===== src/rtl/uart_pkg.sv =====
// Shared UART definitions used by both uart_tx and uart_rx.
//   uart_state_t        : receiver FSM state encoding (also exported on debug ports)
//   uart_cycles_per_bit : clocks per bit from clock and baud rate, so both ends
//                         of the link derive the bit period the same way
package uart_pkg;

  typedef enum logic [2:0] {
    ST_IDLE  = 3'd0,
    ST_START = 3'd1,
    ST_DATA  = 3'd2,
    ST_STOP  = 3'd3,
    ST_BREAK = 3'd4
  } uart_state_t;

  function automatic int uart_cycles_per_bit(input int clock_rate, input int baud_rate);
    return clock_rate / baud_rate;
  endfunction

endpackage


===== src/rtl/uart_sync.sv =====
// Two-flop synchronizer for an asynchronous input pin.
//   i_clk   : destination clock
//   i_rst_n : asynchronous active-low reset; both flops load RESET_VAL
//   i_d     : asynchronous input
//   o_q     : synchronized output (two clocks of latency)
module uart_sync #(
  parameter logic RESET_VAL = 1'b1
) (
  input  logic i_clk,
  input  logic i_rst_n,
  input  logic i_d,
  output logic o_q
);

  logic meta_q;
  logic sync_q;

  always_ff @(posedge i_clk or negedge i_rst_n) begin
    if (!i_rst_n) begin
      meta_q <= RESET_VAL;
      sync_q <= RESET_VAL;
    end else begin
      meta_q <= i_d;
      sync_q <= meta_q;
    end
  end

  assign o_q = sync_q;

endmodule


===== src/rtl/uart_rx.sv =====
// UART receiver, 8N1-style framing (start, LSB-first data, one stop, no parity).
//   i_clk       : system clock
//   i_rst_n     : asynchronous active-low reset
//   i_rx        : asynchronous serial line, idle high
//   o_data      : last good word, held until the next good frame
//   o_valid     : one-cycle strobe, o_data is new this cycle
//   o_frame_err : one-cycle strobe, stop bit sampled low
//   o_busy      : FSM not in IDLE
//   o_state     : debug view of the FSM state (uart_state_t encoding)
//
// Handshake: o_valid is a pure strobe with no ready; the consumer must take
// o_data in the cycle o_valid is high. o_valid and o_frame_err never overlap.
module uart_rx
  import uart_pkg::*;
#(
  parameter int CLOCK_RATE     = 50000000,
  parameter int BAUD_RATE      = 9600,
  parameter int DATA_BITS      = 8,
  parameter int CYCLES_PER_BIT = uart_cycles_per_bit(CLOCK_RATE, BAUD_RATE)
) (
  input  logic                 i_clk,
  input  logic                 i_rst_n,
  input  logic                 i_rx,
  output logic [DATA_BITS-1:0] o_data,
  output logic                 o_valid,
  output logic                 o_frame_err,
  output logic                 o_busy,
  output logic [2:0]           o_state
);

  localparam int CW = $clog2(CYCLES_PER_BIT);
  localparam int IW = (DATA_BITS > 1) ? $clog2(DATA_BITS) : 1;
  // Half-bit load lands the start-bit sample mid-bit; every later sample is a
  // full bit after the previous one, so all samples stay centred.
  localparam logic [CW-1:0] CNT_HALF = CW'(CYCLES_PER_BIT / 2 - 1);
  localparam logic [CW-1:0] CNT_FULL = CW'(CYCLES_PER_BIT - 1);
  localparam logic [IW-1:0] LAST_IDX = IW'(DATA_BITS - 1);

  logic rx_s;

  uart_sync #(.RESET_VAL(1'b1)) u_sync (
    .i_clk   (i_clk),
    .i_rst_n (i_rst_n),
    .i_d     (i_rx),
    .o_q     (rx_s)
  );

  uart_state_t          state_q, state_d;
  logic [CW-1:0]        cnt_q, cnt_d;
  logic [IW-1:0]        idx_q, idx_d;
  logic [DATA_BITS-1:0] shift_q, shift_d;
  logic [DATA_BITS-1:0] data_q, data_d;
  logic                 valid_q, valid_d;
  logic                 ferr_q, ferr_d;

  always_ff @(posedge i_clk or negedge i_rst_n) begin
    if (!i_rst_n) begin
      state_q <= ST_IDLE;
      cnt_q   <= '0;
      idx_q   <= '0;
      shift_q <= '0;
      data_q  <= '0;
      valid_q <= 1'b0;
      ferr_q  <= 1'b0;
    end else begin
      state_q <= state_d;
      cnt_q   <= cnt_d;
      idx_q   <= idx_d;
      shift_q <= shift_d;
      data_q  <= data_d;
      valid_q <= valid_d;
      ferr_q  <= ferr_d;
    end
  end

  always_comb begin
    state_d = state_q;
    cnt_d   = cnt_q;
    idx_d   = idx_q;
    shift_d = shift_q;
    data_d  = data_q;
    valid_d = 1'b0;
    ferr_d  = 1'b0;
    case (state_q)
      ST_IDLE: begin
        if (!rx_s) begin
          state_d = ST_START;
          cnt_d   = CNT_HALF;
        end
      end
      ST_START: begin
        if (cnt_q != '0) begin
          cnt_d = cnt_q - CW'(1);
        end else if (rx_s) begin
          // Line went back high by mid-bit: treat as a glitch.
          state_d = ST_IDLE;
        end else begin
          state_d = ST_DATA;
          idx_d   = '0;
          cnt_d   = CNT_FULL;
        end
      end
      ST_DATA: begin
        if (cnt_q != '0) begin
          cnt_d = cnt_q - CW'(1);
        end else begin
          shift_d = {rx_s, shift_q[DATA_BITS-1:1]};
          cnt_d   = CNT_FULL;
          if (idx_q == LAST_IDX) state_d = ST_STOP;
          else                   idx_d   = idx_q + IW'(1);
        end
      end
      ST_STOP: begin
        if (cnt_q != '0) begin
          cnt_d = cnt_q - CW'(1);
        end else if (rx_s) begin
          data_d  = shift_q;
          valid_d = 1'b1;
          state_d = ST_IDLE;
        end else begin
          ferr_d  = 1'b1;
          state_d = ST_BREAK;
        end
      end
      ST_BREAK: begin
        // Wait out a held-low line so a break yields a single error.
        if (rx_s) state_d = ST_IDLE;
      end
      default: state_d = ST_IDLE;
    endcase
  end

  assign o_data      = data_q;
  assign o_valid     = valid_q;
  assign o_frame_err = ferr_q;
  assign o_busy      = (state_q != ST_IDLE);
  assign o_state     = state_q;

endmodule

===== config.mk =====
export PLATFORM = sky130hd
export DESIGN_NAME = uart_rx
export DESIGN_NICKNAME = d
export VERILOG_FILES = /design/src/rtl/uart_pkg.sv /design/src/rtl/uart_sync.sv /design/src/rtl/uart_rx.sv
export SDC_FILE = /design/constraint.sdc
export NUM_CORES = 1
export LEC_CHECK = 0
export CORE_UTILIZATION = 61
export CTS_CLUSTER_DIAMETER = 120
export DETAILED_ROUTE_END_ITERATION = 10
export PLACE_DENSITY_LB_ADDON = 0.1
export SETUP_SLACK_MARGIN = 0.1
export SLEW_MARGIN = 15
export SYNTH_ARGS = -nofsm -noshare
export SYNTH_HDL_FRONTEND = slang
export SYNTH_HIERARCHICAL = 1
export SYNTH_SLANG_ARGS = --single-unit

===== constraint.sdc =====
create_clock -name i_clk -period 5.4 [get_ports i_clk]
set_input_delay 1.62 -clock i_clk [delete_from_list [all_inputs] [get_ports i_clk]]
set_output_delay 1.62 -clock i_clk [all_outputs]
set_load 0.03 [all_outputs]

==> impl_metrics.env <==
export IMPL_p_clk_share_pct=32.1
export IMPL_synth_top_family_by_area="simple AND/OR/NAND/NOR gates"
export IMPL_final_cell_mix="dfrtp_1 (37), nor2_1 (17), nand2_1 (16), mux2_2 (16), clkdlybuf4s50_1 (15)"
export IMPL_ctsRootBufferMaster="clkbuf_4"
export IMPL_place_inst=235
export IMPL_fill_cells=258
export IMPL_layout_commonest_cell="dfrtp_1"
export IMPL_synth_seq_cells=39
export IMPL_first_iter_violations=126
export IMPL_fmax_ghz=0.287
export IMPL_die_y_um=58.1
export IMPL_p_int_uw=346
export IMPL_postSynth_asyncResetShare_pct=100
export IMPL_p_seq_share_pct=66.1
export IMPL_cts_sink_count=39
export IMPL_drc=0
export IMPL_h_tree_depth=2
export IMPL_worst_slew_pin_slew_ns=1.04
export IMPL_synth_avg_cell_area_sq_um=10.4
export IMPL_slew_violations=0
export IMPL_layout_nets=205
export IMPL_cts_clk_slew_worst_paths_ns=0.11
export IMPL_grt_usage_pct=24.9
export IMPL_p_per_area_mw_per_mm2=209
export IMPL_critPathMaxFanout=12
export IMPL_pin_count=17
export IMPL_port_buffer_count=16
export IMPL_cts_tree="built"
export IMPL_cts_hold_buffers=0
export IMPL_tns_ns=0
export IMPL_finalSetupViolations=0
export IMPL_critPathRequiredTime_ns=3.78
export IMPL_synth_xor_area_share_pct=0
export IMPL_end_kind="output pin"
export IMPL_synth_adder_area_share_pct=2.60
export IMPL_fin_crit_sh_pct=64.6
export IMPL_seq_area_frac_synth_pct=50.9
export IMPL_worst_setup_path_start_kind="flip-flop"
export IMPL_fin_cells=243
export IMPL_hold_path_class="reg -> reg"
export IMPL_worstSkewPairLatency_ns=0.35
export IMPL_maxCapViolCount=0
export IMPL_slew_headroom_pct=30.2
export IMPL_comb_power_share_pct=1.8
export IMPL_p_total_uw=445
export IMPL_status="finished clean"
export IMPL_dp_hpwl_um=2580
export IMPL_wl_um=3720
export IMPL_grt_overflow_total=0
export IMPL_routed_via_density=5.92
export IMPL_core_rowCount=20
export IMPL_grt_pass1_vias=1355
export IMPL_antenna_found_initial=0
export IMPL_ys_warn_count=6
export IMPL_clk_path_buf_depth=2
export IMPL_vias=1438
export IMPL_synth_mux_area_fraction_pct=9.38
export IMPL_postCtsResizedCells=0
export IMPL_diodes=0
export IMPL_swShare_pct=22.4
export IMPL_hold_viol_final=0
export IMPL_ir_drop_mv=0.197
export IMPL_wl_per_cell_um=15.3
export IMPL_postCtsSetupBuffers=0
export IMPL_yosys_area_share_simple_pct=18.0
export IMPL_p_leak_nw=0.944
export IMPL_grt_max_degree=40
export IMPL_gp_congestion=0.928
export IMPL_rsz0062_at_grt="false"
export IMPL_initial_core_util_pct=63.5
export IMPL_critPathArrivalTime_ns=1.87
export IMPL_dieArea_sq_mm=0.00338
export IMPL_coreArea_sq_mm=0.00303
export IMPL_ys_flop_type="dfrtp_1"
export IMPL_synth_compound_area_share_pct=15.4
export IMPL_area_delta_synth_final_pct=10.8
export IMPL_p_switching_uw=99.5
export IMPL_finClkSkew_ns=0.0109
export IMPL_netlist_instances=185
export IMPL_first_pass_iters=4
export IMPL_period_needed_ns=3.49
export IMPL_antenna_left=0
export IMPL_synth_cell_types=43
export IMPL_grt_pass1_wl_um=6200
export IMPL_drive_gt1_share_pct=15.6
export IMPL_crit_type="reg -> out"
export IMPL_die_w_um=58.1
export IMPL_numCtsBuffers=5
export IMPL_syn_num_nets=192
export IMPL_synth_edff_count=0
export IMPL_synth_area_sq_mm=0.00192
synthesized netlist by cell type (3+ instances only):
cell type   n  area, sq um
dfrtp_1    37          926
nor2_1     17         63.8
mux2_2     16          180
nand2_1    16         60.1
o21ai_0    11         55.1
a21oi_1    10         50.1
nand3_1     6         30.0
clkbuf_1    5         18.8
inv_1       5         18.8
nor3_1      5         25.0
a21o_1      4         30.0
ha_1        4         50.1
nor4_1      4         25.0
a31oi_1     3         18.8
nor3b_1     3         22.5
o21a_1      3         22.5
state kept, by name, summed over array words and instances, names as in the netlist:
name           flops
o_data             8
o_state            3
o_valid            1
o_frame_err        1
idx_q              3
cnt_q             13
u_sync/meta_q      1
u_sync/o_q         1
shift_q            8
per-stage QoR:
| step | utilization, % | hold slack, ns | setup slack, ns | area, sq um |
|---|---|---|---|---|
| detailed placement | 68.7 | 0.348 | 2.18 | 2080 |
| CTS | 70.3 | 0.363 | 1.91 | 2130 |
| finish | 70.3 | 0.362 | 1.91 | 2130 |
| global route | 70.3 | 0.365 | 1.83 | 2130 |
| global placement | 68.7 | 0.348 | 2.33 | 2080 |
| floorplan | - | 0.345 | 2.56 | 1920 |
final timing paths:
check,startpoint,endpoint,slack [ns],depth (start not counted)
max reg2reg,cnt_q[0],cnt_q[5],2.14,7
max in group asynchronous,i_rst_n,cnt_q[9],3.51,1
min reg2reg,u_sync/meta_q,u_sync/o_q,0.36,0
max,o_state[1],o_busy,1.91,2
min,u_sync/meta_q,u_sync/o_q,0.36,0
min in group asynchronous,i_rst_n,idx_q[2],1.35,1
cell type report:
| type | instances | area, sq um | share of cell area (%) |
|---|---|---|---|
| Sequential cell | 39 | 978 | 45.9 |
| Multi-Input combinational cell | 131 | 872 | 41.0 |
| Clock buffer | 7 | 45.0 | 2.12 |
| Tap cell | 44 | 55.1 | 2.59 |
| Clock inverter | 1 | 5.00 | 0.235 |
| Timing Repair Buffer | 16 | 155 | 7.29 |
| Inverter | 5 | 18.8 | 0.881 |
cell families after synthesis:
kind of cell	after synthesis
adder cells (fa/ha/maj)	4
flip-flops	39
buffers and inverters	15
AO/OA/AOI/OAI	46
multiplexers	16
AND/OR/NAND/NOR	65
routing by layer:
layer	vias up	GRT usage, %	wire, um	part of all wire [%]
met5	-	0	0	0
met4	0	9.86	64	1.7
met3	7	7.81	188	5.1
met2	42	37.8	1820	49
met1	695	33.4	1650	44
li1	694	-	-	-
critical path, stage by stage, from the launching register on:
cell,delay (ns)
dfrtp_1,0.52
or3_1,0.40
clkdlybuf4s50_1,0.60
power by group through the flow:
| stage | clock network (mW) | logic [mW] | registers (mW) |
|---|---|---|---|
| floorplan | 0 | 0.00167 | 0.300 |
| global placement | 0 | 0.00825 | 0.300 |
| detailed placement | 0 | 0.00860 | 0.300 |
| CTS | 0.147 | 0.00863 | 0.294 |
| global route | 0.157 | 0.00970 | 0.294 |
| finish | 0.143 | 0.00816 | 0.294 |
No activity file was read; power rests on OpenSTA's default activity.
